**config.mk**
```make
export PLATFORM = sky130hd
export DESIGN_NAME = bec_csla_seq_addsub
export DESIGN_NICKNAME = d
export VERILOG_FILES = /design/src/rtl/bec_csla_pkg.sv /design/src/rtl/bec_csla_slice.sv /design/src/rtl/bec_csla_seq_addsub.sv
export SDC_FILE = /design/constraint.sdc
export NUM_CORES = 1
export LEC_CHECK = 0
export ABC_AREA = 1
export CAP_MARGIN = 30
export CELL_PAD_IN_SITES_DETAIL_PLACEMENT = 0
export CELL_PAD_IN_SITES_GLOBAL_PLACEMENT = 2
export CORE_MARGIN = 4
export CORE_UTILIZATION = 32
export DETAILED_ROUTE_END_ITERATION = 16
export PLACE_DENSITY = 0.9
export SYNTH_ARGS = -nofsm -noshare
export SYNTH_HDL_FRONTEND = slang
export SYNTH_SLANG_ARGS = --single-unit
```
**constraint.sdc**
```tcl
create_clock -name clk -period 12.28 [get_ports clk]
set_input_delay 3.07 -clock clk [delete_from_list [all_inputs] [get_ports clk]]
set_output_delay 3.07 -clock clk [all_outputs]
set_load 0.005 [all_outputs]
```
**src/rtl/bec_csla_pkg.sv**
```systemverilog
// Shared constants and FSM state encoding for the sequential carry-select adder/subtractor.
package bec_csla_pkg;

  localparam int DEF_WIDTH = 32;
  localparam int DEF_SLICE = 8;

  typedef enum logic [1:0] {
    IDLE = 2'd0,
    CALC = 2'd1,
    DONE = 2'd2
  } state_t;

endpackage

```
**src/rtl/bec_csla_slice.sv**
```systemverilog
// One SLICE-bit carry-select stage: a ripple sum for carry-in 0, a binary-to-excess-1
// converter that derives the carry-in 1 sum from it, and a mux on the incoming carry.
module bec_csla_slice #(
  parameter int SLICE = 8
) (
  input  logic [SLICE-1:0] a,
  input  logic [SLICE-1:0] b,
  input  logic             cin,
  output logic [SLICE-1:0] s,
  output logic             cout,
  output logic             c_msb
);

  logic [SLICE:0]   rc;
  logic [SLICE:0]   ones;
  logic [SLICE-1:0] s0;
  logic [SLICE-1:0] s1;

  assign rc[0]   = 1'b0;
  assign ones[0] = 1'b1;

  // ones[i] is high when s0[i-1:0] is all ones, i.e. +1 toggles bit i
  generate
    for (genvar gi = 0; gi < SLICE; gi++) begin : g_bit
      assign s0[gi]      = a[gi] ^ b[gi] ^ rc[gi];
      assign rc[gi+1]    = (a[gi] & b[gi]) | (rc[gi] & (a[gi] ^ b[gi]));
      assign s1[gi]      = s0[gi] ^ ones[gi];
      assign ones[gi+1]  = ones[gi] & s0[gi];
    end
  endgenerate

  assign s     = cin ? s1 : s0;
  assign cout  = cin ? (rc[SLICE] | ones[SLICE]) : rc[SLICE];
  // Carry into the top bit recovered from the sum bit: s = a ^ b ^ c
  assign c_msb = a[SLICE-1] ^ b[SLICE-1] ^ s[SLICE-1];

endmodule

```
**src/rtl/bec_csla_seq_addsub.sv**
```systemverilog
// Sequential add/subtract, one carry-select slice per cycle over WIDTH/SLICE cycles.
// Subtraction is enabled by defining BEC_CSLA_SUB_EN; otherwise op is ignored.
module bec_csla_seq_addsub
  import bec_csla_pkg::*;
#(
  parameter int WIDTH = DEF_WIDTH,
  parameter int SLICE = DEF_SLICE
) (
  input  logic             clk,
  input  logic             rst,
  input  logic             in_valid,
  output logic             in_ready,
  input  logic [WIDTH-1:0] a,
  input  logic [WIDTH-1:0] b,
  input  logic             op,
  output logic             out_valid,
  input  logic             out_ready,
  output logic [WIDTH-1:0] sum,
  output logic             cout,
  output logic             ovf
);

  localparam int NSLICE = WIDTH / SLICE;
  localparam int IDXW   = (NSLICE > 1) ? $clog2(NSLICE) : 1;
  localparam logic [IDXW-1:0] LAST_IDX = IDXW'(NSLICE - 1);

  generate
    if ((WIDTH % SLICE) != 0 || WIDTH < SLICE) begin : g_bad_cfg
      $error("WIDTH must be a positive integer multiple of SLICE");
    end
  endgenerate

  state_t            state_reg, state_next;
  logic [WIDTH-1:0]  a_reg, b_reg, sum_reg;
  logic              carry_reg, cout_reg, ovf_reg;
  logic [IDXW-1:0]   idx_reg;
  logic              sub_op;
  logic              accept;

  logic [SLICE-1:0]  sl_a, sl_b, sl_s;
  logic              sl_cout, sl_cmsb;

`ifdef BEC_CSLA_SUB_EN
  assign sub_op = op;
`else
  logic unused_op;
  assign unused_op = op;
  assign sub_op    = 1'b0;
`endif

  assign sl_a = a_reg[idx_reg*SLICE +: SLICE];
  assign sl_b = b_reg[idx_reg*SLICE +: SLICE];

  bec_csla_slice #(
    .SLICE (SLICE)
  ) u_slice (
    .a     (sl_a),
    .b     (sl_b),
    .cin   (carry_reg),
    .s     (sl_s),
    .cout  (sl_cout),
    .c_msb (sl_cmsb)
  );

  always_ff @(posedge clk or posedge rst) begin
    if (rst) begin
      state_reg <= IDLE;
    end else begin
      state_reg <= state_next;
    end
  end

  always_comb begin
    state_next = state_reg;
    in_ready   = 1'b0;
    out_valid  = 1'b0;
    case (state_reg)
      IDLE: begin
        in_ready = 1'b1;
        if (in_valid) state_next = CALC;
      end
      CALC: begin
        if (idx_reg == LAST_IDX) state_next = DONE;
      end
      DONE: begin
        out_valid = 1'b1;
        if (out_ready) state_next = IDLE;
      end
      default: state_next = IDLE;
    endcase
  end

  assign accept = in_valid && in_ready;

  always_ff @(posedge clk or posedge rst) begin
    if (rst) begin
      a_reg     <= '0;
      b_reg     <= '0;
      sum_reg   <= '0;
      carry_reg <= 1'b0;
      cout_reg  <= 1'b0;
      ovf_reg   <= 1'b0;
      idx_reg   <= '0;
    end else if (accept) begin
      // Subtract as a + ~b + 1, the +1 entering as the first slice's carry-in
      a_reg     <= a;
      b_reg     <= sub_op ? ~b : b;
      carry_reg <= sub_op;
      idx_reg   <= '0;
    end else if (state_reg == CALC) begin
      sum_reg[idx_reg*SLICE +: SLICE] <= sl_s;
      carry_reg                       <= sl_cout;
      if (idx_reg == LAST_IDX) begin
        cout_reg <= sl_cout;
        ovf_reg  <= sl_cout ^ sl_cmsb;
        idx_reg  <= '0;
      end else begin
        idx_reg  <= idx_reg + 1'b1;
      end
    end
  end

  assign sum  = sum_reg;
  assign cout = cout_reg;
  assign ovf  = ovf_reg;

endmodule

```
==> results of run 1 <==
## final timing paths
| path | cells past startpoint | to | start | slack [ps] |
|---|---|---|---|---|
| worst max-delay path | 23 | sum[31] | idx_reg[1] | 6730 |
| worst min-delay path | 2 | a_reg[22] | a_reg[22] | 480 |
| worst max register to register | 23 | sum[31] | idx_reg[1] | 6730 |
| worst min register to register | 2 | a_reg[22] | a_reg[22] | 480 |
| max in group asynchronous | 3 | a_reg[4] | rst | 7970 |
| min in group asynchronous | 2 | sum[21] | rst | 3180 |
## per-stage QoR
step,area (um2),hold WS [ps],total power (uW),utilization
2_1_floorplan,4970,444,1310,-
3_3_place_gp,6080,457,1620,0.400
3_5_place_dp,6080,461,1650,0.400
4_1_cts,6420,481,1970,0.422
5_1_grt,6420,502,2150,0.422
6_report,6420,479,1940,0.422
## synth_stat cells, drive strengths merged (2+ instances only)
cell    count  share of area
a32oi       2         0.0035
o21ai      83          0.087
clkbuf      7         0.0053
dfrtp     103           0.52
a21oi       4         0.0040
ha         15          0.038
nor2       31          0.024
fa          7          0.028
inv        41          0.031
buf        23          0.032
o22ai      14          0.018
nand2     246           0.19
nand3      14          0.014
## cell usage in the layout (no fill, tap or decap), types with 2 or more instances in the layout
cell type	netlist	layout
nand2_1	244	244
dfrtp_1	103	103
clkdlybuf4s50_1	0	103
o21ai_0	79	79
inv_1	38	37
nor2_1	30	30
ha_1	15	15
o22ai_1	14	14
nand3_1	14	14
clkbuf_16	0	9
fa_1	7	7
a21oi_1	4	4
o21ai_2	4	4
buf_4	4	4
inv_2	3	3
nand2_2	2	2
a32oi_1	2	2
clkbuf_8	0	2
bufinv_16	0	2
clkinvlp_4	0	2
## kinds of logic after synthesis
kind of cell | count (synthesis) | synth area share
buffers and inverters | 72 | 0.0694
XOR/XNOR | 1 | 0.00176
AND/OR/NAND/NOR | 294 | 0.229
AO/OA/AOI/OAI | 105 | 0.115
adder cells (fa/ha/maj) | 22 | 0.0659
flip-flops | 103 | 0.518
## power groups by stage
| stage | clock network [uW] | logic, uW | registers (uW) |
|---|---|---|---|
| after floorplan | 0 | 752 | 555 |
| after global placement | 0 | 1040 | 580 |
| after detailed placement | 0 | 1060 | 584 |
| after CTS | 321 | 1070 | 579 |
| after global routing | 334 | 1220 | 597 |
| final | 313 | 1050 | 578 |
## critical path, cell delays in order (launching register included)
cell and delay, ps:
dfrtp_1 740, inv_1 420, buf_4 300, o21ai_0 90
o22ai_1 130, ha_1 190, inv_1 60, fa_1 150
inv_1 50, fa_1 370, fa_1 420, fa_1 410
fa_1 390, fa_1 360, inv_1 70, fa_1 420
inv_1 70, ha_1 220, inv_1 50, nand2_1 40
nand2_1 140, inv_1 100, nand3_1 90, o21ai_0 110
## layer usage
layer / track usage / wire length (um)
met4: 0.0364 / 121
met2: 0.233 / 5870
met5: 0 / 0
met3: 0.0331 / 509
met1: 0.197 / 6050
## area by class of cell
cell class,count,area share
clock buffer,11,0.0394
sequential,103,0.402
clock inverter,5,0.0125
tap,188,0.0367
timing repair buffer,107,0.165
multi-input combinational,422,0.320
inverter,42,0.0250
==> flow_summary_export.csv, run 1 <==
group,metric,value,unit
final_layout,area_growth,29.0,%
power,p_switching,861,uW
yosys,synth-edff-count,0,
route,drc,0,
yosys,avgSynthCellArea,8.33,um2
hold_path,min_path_type,"reg -> reg",
power,comb_power_share,0.542,
floorplan,die_h,133,um
yosys,synth_area,0.00497,mm2
floorplan,ios,105,
sta,fin_crit_sh,0.452,
sta,finalMaxSlewViolations,0,
clock_tree,cts_sinks,103,
final_layout,final_cell_count_no_fill,878,
clock_tree,postCtsResizedCells,0,
placed_design,gp_congestion,0.764,
worst_setup_path,cp-end-kind,"flip-flop",
worst_setup_path,critPathArrivalTime,5750,ps
route,drtPass1Iterations,4,
sta,worst_slew_pin_slew,963,ps
route,drt_iter0_markers,288,
clock_tree,clk_pin_slew,70,ps
floorplan,fp-row-count,45,
floorplan,die_area,0.0176,mm2
yosys,synth_seq_cells,103,
grt,grt_max_degree,68,
floorplan,die_x,133,um
final_layout,multiInputGateArea,0.00205,mm2
power,p_leak,0.00310,uW
power,power_density,303,mW/mm2
placed_design,dpl_worst_slack,6720,ps
clock_tree,clock_latency,340,ps
yosys,ys_seq_area_frac,0.518,
route,wl_per_cell,14.3,um
clock_tree,htree_levels,3,
worst_setup_path,worst-setup-path-type,"reg -> reg",
grt,grt_use_total,0.144,
route,vias,4105,
final_layout,regArea,0.00258,mm2
power,switching_share,0.443,
final_layout,n_fill_cell,1570,
placed_design,dp_hpwl,8940,um
final_layout,antenna_cells,0,
grt,grt_pass1_wl,21000,um
yosys,synthArstFlopShare,1.00,
route,routed_wirelength,12600,um
placed_design,dp.cells,862,
yosys,ys_dominant_reg_cell,"dfrtp_1",
yosys,synth.distinct_cells,27,
final_layout,drive_above_1_share,0.0478,
yosys,synthCells,597,
sta,rsz0062_at_grt,"false",
route,viasPerCell,4.68,
grt,grt_pass1_vias,4233,
grt,overflow,0,
route,ant_nets,0,
placed_design,port_buffers,103,
clock_tree,cts_setup_buffers,0,
sta,relSlewSlack,0.357,
worst_setup_path,crit_path_start_kind,"flip-flop",
sta,finalHoldViolCount,0,
yosys,synth_warnings,0,
sta,finalSetupTns,0,ps
run_status,outcome,"finished clean",
clock_tree,cts_buffers,9,
sta,finClkSkew,7.28,ps
sta,setup_slack,6730,ps
worst_setup_path,required,12480,ps
sta,max_freq,180,MHz
floorplan,core,0.0152,mm2
clock_tree,cts_hold_buf,0,
final_layout,nets,776,
yosys,syn-num-nets,688,
clock_tree,cts_root_buf,"clkbuf_16",
power,pwr-share-seq,0.298,
floorplan,start_util,0.327,
power,ir_worst_vdd,0.134,mV
worst_setup_path,cp_max_fo,17,
clock_tree,tritoncts,"yes",
sta,period_minus_slack,5550,ps
power,pwr-share-clk,0.161,
clock_tree,cts_max_path_buffers,2,
grt,antenna_found_initial,0,
power,intPower,1080,uW
flow_run,drv_cap,0,
sta,setup_viol,0,
Note: power is estimated with default switching activity, not from simulation.
==> run 2, diff against run 1 <==
--- a/config.mk
+++ b/config.mk
@@ -10,9 +10,9 @@
 export CELL_PAD_IN_SITES_DETAIL_PLACEMENT = 0
 export CELL_PAD_IN_SITES_GLOBAL_PLACEMENT = 2
 export CORE_MARGIN = 4
-export CORE_UTILIZATION = 32
+export CORE_UTILIZATION = 30
 export DETAILED_ROUTE_END_ITERATION = 16
-export PLACE_DENSITY = 0.9
+export PLACE_DENSITY = 0.85
 export SYNTH_ARGS = -nofsm -noshare
 export SYNTH_HDL_FRONTEND = slang
 export SYNTH_SLANG_ARGS = --single-unit
==> constraint.sdc (replaced) <==
create_clock -name clk -period 5.2 [get_ports clk]
set_input_delay 1.3 -clock clk [delete_from_list [all_inputs] [get_ports clk]]
set_output_delay 1.3 -clock clk [all_outputs]
set_load 0.005 [all_outputs]
==> run 2 against run 1 <==
  * Clock skew increased by 1.7 ps
  * Worst setup slack worse by 6400 ps
  * Sequential cell count stayed put
  * Design area up 1.2%
  * Non-clock buffer count is 7 higher
  * Sequential share of layout area fell by 0.46 points
  * Highest routed layer unchanged
==> flow_summary_export.csv, run 2 (synthesized netlist as in run 1, its figures left out) <==
group,metric,value,unit
worst_setup_path,crit_path_top_delay_cell,"fa_1",
worst_setup_path,crit_family,"adder cells",
final_layout,multiInputGateArea,0.00205,mm2
final_layout,n_fill_cell,1628,
final_layout,area_growth,30.5,%
worst_setup_path,worst-setup-path-type,"reg -> reg",
floorplan,ios,105,
grt,grt_use_total,0.140,
flow_run,drv_cap,0,
final_layout,utilization,0.404,
worst_setup_path,required,5450,ps
sta,max_freq,208,MHz
route,drt_iter0_markers,202,
route,ant_nets,0,
sta,finClkSkew,9.02,ps
placed_design,dp_hpwl,9310,um
clock_tree,cts_root_buf,"clkbuf_16",
clock_tree,cts_sinks,103,
floorplan,die_area,0.0187,mm2
route,wl_per_cell,13.9,um
worst_setup_path,critPathArrivalTime,5070,ps
sta,finalSetupTns,0,ps
worst_setup_path,cp-end-kind,"flip-flop",
power,p_leak,0.00313,uW
run_status,outcome,"finished clean",
clock_tree,cts_hold_buf,0,
route,vias,4161,
route,viasPerCell,4.56,
sta,setup_slack,383,ps
clock_tree,postCtsResizedCells,0,
final_layout,final_common_cell,"nand2_1",
grt,antenna_found_initial,0,
clock_tree,cts_setup_buffers,0,
sta,fin_crit_sh,0.926,
floorplan,start_util,0.310,
route,routed_wirelength,12700,um
floorplan,die_x,137,um
final_layout,antenna_cells,0,
sta,setup_viol,0,
floorplan,die_h,137,um
final_layout,layout_common_cells,"244 x nand2_1, 103 x dfrtp_1, 103 x clkdlybuf4s50_1",
grt,overflow,0,
placed_design,gp_congestion,0.785,
worst_setup_path,cp_cell_sequence,"buf_4 > o21ai_0 > o22ai_1 > ha_1 > inv_1 > fa_1 > inv_1 > fa_1 > fa_1 > fa_1 > fa_1 > fa_1 > inv_1 > fa_1 > inv_1 > ha_1 > inv_1 > nand2_1 > nand2_1 > inv_1 > nand2_1 > nand3_1 > nand2_1 > inv_1",
sta,rsz0062_at_grt,"false",
clock_tree,cts_max_path_buffers,2,
sta,worst_slew_pin_slew,917,ps
placed_design,dp.cells,896,
floorplan,fp-row-count,46,
final_layout,final_cell_count_no_fill,913,
sta,period_minus_slack,4820,ps
sta,finalMaxSlewViolations,0,
route,drtPass1Iterations,4,
final_layout,drive_above_1_share,0.0560,
final_layout,nets,783,
power,ir_worst_vdd,0.280,mV
clock_tree,clk_pin_slew,70,ps
sta,finalHoldViolCount,0,
power,p_total,4600,uW
placed_design,dpl_worst_slack,379,ps
clock_tree,tritoncts,"yes",
grt,grt_max_degree,77,
clock_tree,htree_levels,3,
route,drc,0,
sta,relSlewSlack,0.389,
grt,grt_pass1_wl,20700,um
worst_setup_path,cp_max_fo,27,
grt,grt_pass1_vias,4156,
worst_setup_path,crit_path_start_kind,"flip-flop",
final_layout,regArea,0.00258,mm2
hold_path,min_path_type,"reg -> reg",
placed_design,port_buffers,103,
clock_tree,cts_buffers,9,
worst_setup_path,crit_buf_inv,8,
clock_tree,clock_latency,360,ps
power,power_density,709,mW/mm2
floorplan,core,0.0161,mm2
worst_setup_path,cpPeakStageDelay,420,ps
[run 2: worst register-to-register path, delay by kind of cell, from the launching register on]
family          cells  cell delay (ps)
simple gates        5              360
compound gates      2              310
flops               1              410
fa+ha+maj           9             2950
buf+inv             8              670
[run 2: final timing paths]
| kind | cells after the start | start | slack [ps] | end |
|---|---|---|---|---|
| setup / recovery | 24 | idx_reg[0] | 380 | ovf |
| hold / removal | 2 | a_reg[16] | 470 | a_reg[16] |
| setup reg to reg | 24 | idx_reg[0] | 380 | ovf |
| hold reg to reg | 2 | a_reg[16] | 470 | a_reg[16] |
| max in group asynchronous | 4 | rst | 3080 | a_reg[13] |
| min in group asynchronous | 2 | rst | 1170 | sum[21] |
[run 2: stage by stage]
| stage | area [um2] | hold WS [ps] |
|---|---|---|
| floorplan | 4970 | 444 |
| global placement | 6160 | 459 |
| detailed placement | 6160 | 460 |
| CTS | 6460 | 479 |
| global route | 6490 | 501 |
| finish | 6490 | 475 |
[run 2: metal layers]
metal / global-route usage / wire [um] / vias up
met5: 0 / 0 / -
met4: 0.0482 / 210 / 0
met3: 0.0276 / 601 / 18
met2: 0.222 / 5780 / 107
met1: 0.192 / 6100 / 1937
li1: - / - / 2099
[run 2: report_power, final]
part / internal (uW) / leakage [uW] / switching, uW
Combinational: 1000 / 0.00166 / 1560
Clock: 377 / 0.000141 / 306
Sequential: 1150 / 0.00132 / 206
[run 2: cell type report]
cell class | instances | area share
flip-flops and latches | 103 | 0.397
clock buffers | 10 | 0.0353
repair buffers | 114 | 0.175
clock inverters | 6 | 0.0108
multi-input cells | 422 | 0.316
well taps | 216 | 0.0416
inverters | 42 | 0.0247
==> run 3, diff against run 2 <==
--- a/config.mk
+++ b/config.mk
@@ -12,7 +12,7 @@
 export CORE_MARGIN = 4
 export CORE_UTILIZATION = 30
 export DETAILED_ROUTE_END_ITERATION = 16
-export PLACE_DENSITY = 0.85
+export PLACE_DENSITY_LB_ADDON = 0.1
 export SYNTH_ARGS = -nofsm -noshare
 export SYNTH_HDL_FRONTEND = slang
 export SYNTH_SLANG_ARGS = --single-unit
==> run 3 against run 2 <==
  * Clock power is 0.6% lower
  * Register-to-register slack better by 80 ps
  * Sequential cell count stayed put
  * Worst hold slack better by 4.3 ps
  * Sequential share of layout area is 0.16 points lower
  * Critical path depth is 2 lower
  * Non-clock buffer count is 2 higher
  * Wire length is 3.4% higher
  * Clock skew is 1.3 ps lower
  * Global-route usage is 0.71 points higher
  * Via count is 0.94% lower
  * Final cell count is 0.11% higher
  * Largest power group unchanged
==> flow_summary_export.csv, run 3 (synthesized netlist as in run 1, its figures left out) <==
group,metric,value,unit
worst_setup_path,crit_top_cell,"fa_1",
route,vias,4122,
route,wl_met1,5900,um
sta,fin_crit_sh,0.910,
clock_tree,tritoncts,"yes",
worst_setup_path,cp_max_fo,17,
sta,finalMaxSlewViolations,0,
floorplan,fp-row-count,46,
sta,whs,479,ps
floorplan,ios,105,
power,ir_worst_vdd,0.297,mV
worst_setup_path,cp-end-kind,"flip-flop",
final_layout,final_common_cell,"nand2_1",
clock_tree,postCtsResizedCells,0,
route,ant_nets,0,
floorplan,start_util,0.310,
worst_setup_path,required,5410,ps
route,viasPerCell,4.51,
worst_setup_path,crit_path_top_delay_cell,"fa_1",
worst_setup_path,crit_family,"adder cells",
route,wl_per_cell,14.4,um
route,highest_layer,"met4",
route,drt_iter0_markers,181,
route,drtPass1Iterations,4,
clock_tree,cts_setup_buffers,0,
grt,grt_pass1_vias,4162,
clock_tree,htree_levels,3,
final_layout,n_fill_cell,1644,
clock_tree,cts_hold_buf,0,
power,pwr-share-seq,0.292,
sta,worst_slew_pin_slew,679,ps
grt,grt_use_total,0.147,
power,comb_power_share,0.563,
clock_tree,clk_pin_slew,70,ps
sta,rsz0062_at_grt,"false",
sta,finalHoldViolCount,0,
worst_setup_path,cpPeakStageDelay,420,ps
worst_setup_path,crit_path_start_kind,"flip-flop",
sta,relSlewSlack,0.547,
sta,finClkSkew,7.73,ps
placed_design,port_buffers,103,
floorplan,die_area,0.0187,mm2
power,switching_share,0.454,
clock_tree,cts_max_path_buffers,2,
worst_setup_path,r2r_slack,470,ps
clock_tree,clock_latency,350,ps
grt,overflow,0,
route,drc,0,
route,wl_met3,592,um
sta,finalSetupTns,0,ps
grt,grt_pass1_wl,21400,um
clock_tree,cts_sinks,103,
final_layout,area_growth,31.0,%
worst_setup_path,crit_buf_inv,7,
flow_run,drv_cap,0,
power,p_switching,2120,uW
grt,grt_max_degree,67,
worst_setup_path,cp_cell_sequence,"buf_4 > o21ai_0 > o22ai_1 > ha_1 > inv_1 > fa_1 > inv_1 > fa_1 > fa_1 > fa_1 > fa_1 > fa_1 > inv_1 > fa_1 > inv_1 > ha_1 > inv_1 > nand2_1 > nand2_1 > inv_1 > nand3_1 > o21ai_0",
floorplan,die_h,137,um
hold_path,min_path_type,"reg -> reg",
worst_setup_path,critPathArrivalTime,4950,ps
power,pwr-share-clk,0.145,
route,routed_wirelength,13100,um
clock_tree,cts_buffers,9,
floorplan,die_x,137,um
final_layout,layout_common_cells,"244 x nand2_1, 103 x dfrtp_1, 103 x clkdlybuf4s50_1",
placed_design,dp_hpwl,9780,um
sta,period_minus_slack,4730,ps
placed_design,gp_congestion,0.768,
route,dr_wl_met2,6430,um
clock_tree,cts_root_buf,"clkbuf_16",
final_layout,nets,785,
final_layout,drive_above_1_share,0.0587,
power,p_leak,0.00314,uW
power,power_density,715,mW/mm2
floorplan,core,0.0161,mm2
sta,setup_viol,0,
worst_setup_path,worst-setup-path-type,"reg -> reg",
run_status,outcome,"finished clean",
final_layout,antenna_cells,0,
grt,antenna_found_initial,0,
power,intPower,2550,uW
sta,max_freq,211,MHz
[run 3: metrics by stage]
step / instances / utilization / worst slack (ps) / area (um2) / total power [uW]
after CTS: 913 / 0.405 / 447 / 6500 / 4720
after detailed placement: 898 / 0.386 / 478 / 6200 / 4010
after global placement: 897 / 0.384 / 502 / 6170 / 3950
after floorplan: 597 / - / 634 / 4970 / 3090
after global routing: 914 / 0.406 / 84.0 / 6520 / 5170
final: 914 / 0.406 / 468 / 6520 / 4660
[run 3: power by group through the flow]
stage                     registers (uW)  clock network [uW]  logic, uW
final                               1360                 678       2620
after CTS                           1370                 701       2650
after global placement              1380                   0       2570
after global routing                1410                 731       3030
after floorplan                     1310                   0       1780
after detailed placement            1380                   0       2630
[run 3: area by class of cell]
class | instances | area [um2] | share of cell area
Clock buffer | 10 | 239 | 0.0367
Clock inverter | 5 | 58.8 | 0.00902
Sequential cell | 103 | 2580 | 0.395
Multi-Input combinational cell | 422 | 2050 | 0.315
Tap cell | 216 | 270 | 0.0415
Timing Repair Buffer | 116 | 1160 | 0.178
Inverter | 42 | 160 | 0.0246
[run 3: tightest hold or removal path, cell delays in order, from the launching register on]
cell	delay [ps]
dfrtp_1	340
nand2_1	60
nand2_1	50
[run 3: worst paths after layout]
| check | startpoint | to | cells after the start |
|---|---|---|---|
| worst max-delay path | idx_reg[0] | sum[15] | 22 |
| worst min-delay path | b_reg[18] | b_reg[18] | 2 |
| worst max register to register | idx_reg[0] | sum[15] | 22 |
| worst min register to register | b_reg[18] | b_reg[18] | 2 |
| max in group asynchronous | rst | b_reg[29] | 3 |
| min in group asynchronous | rst | sum[18] | 2 |
[run 3: layer usage]
| layer | track usage | up-vias |
|---|---|---|
| met5 | 0 | - |
| met4 | 0.0442 | 0 |
| met3 | 0.0324 | 15 |
| met2 | 0.243 | 92 |
| met1 | 0.194 | 1917 |
| li1 | - | 2098 |
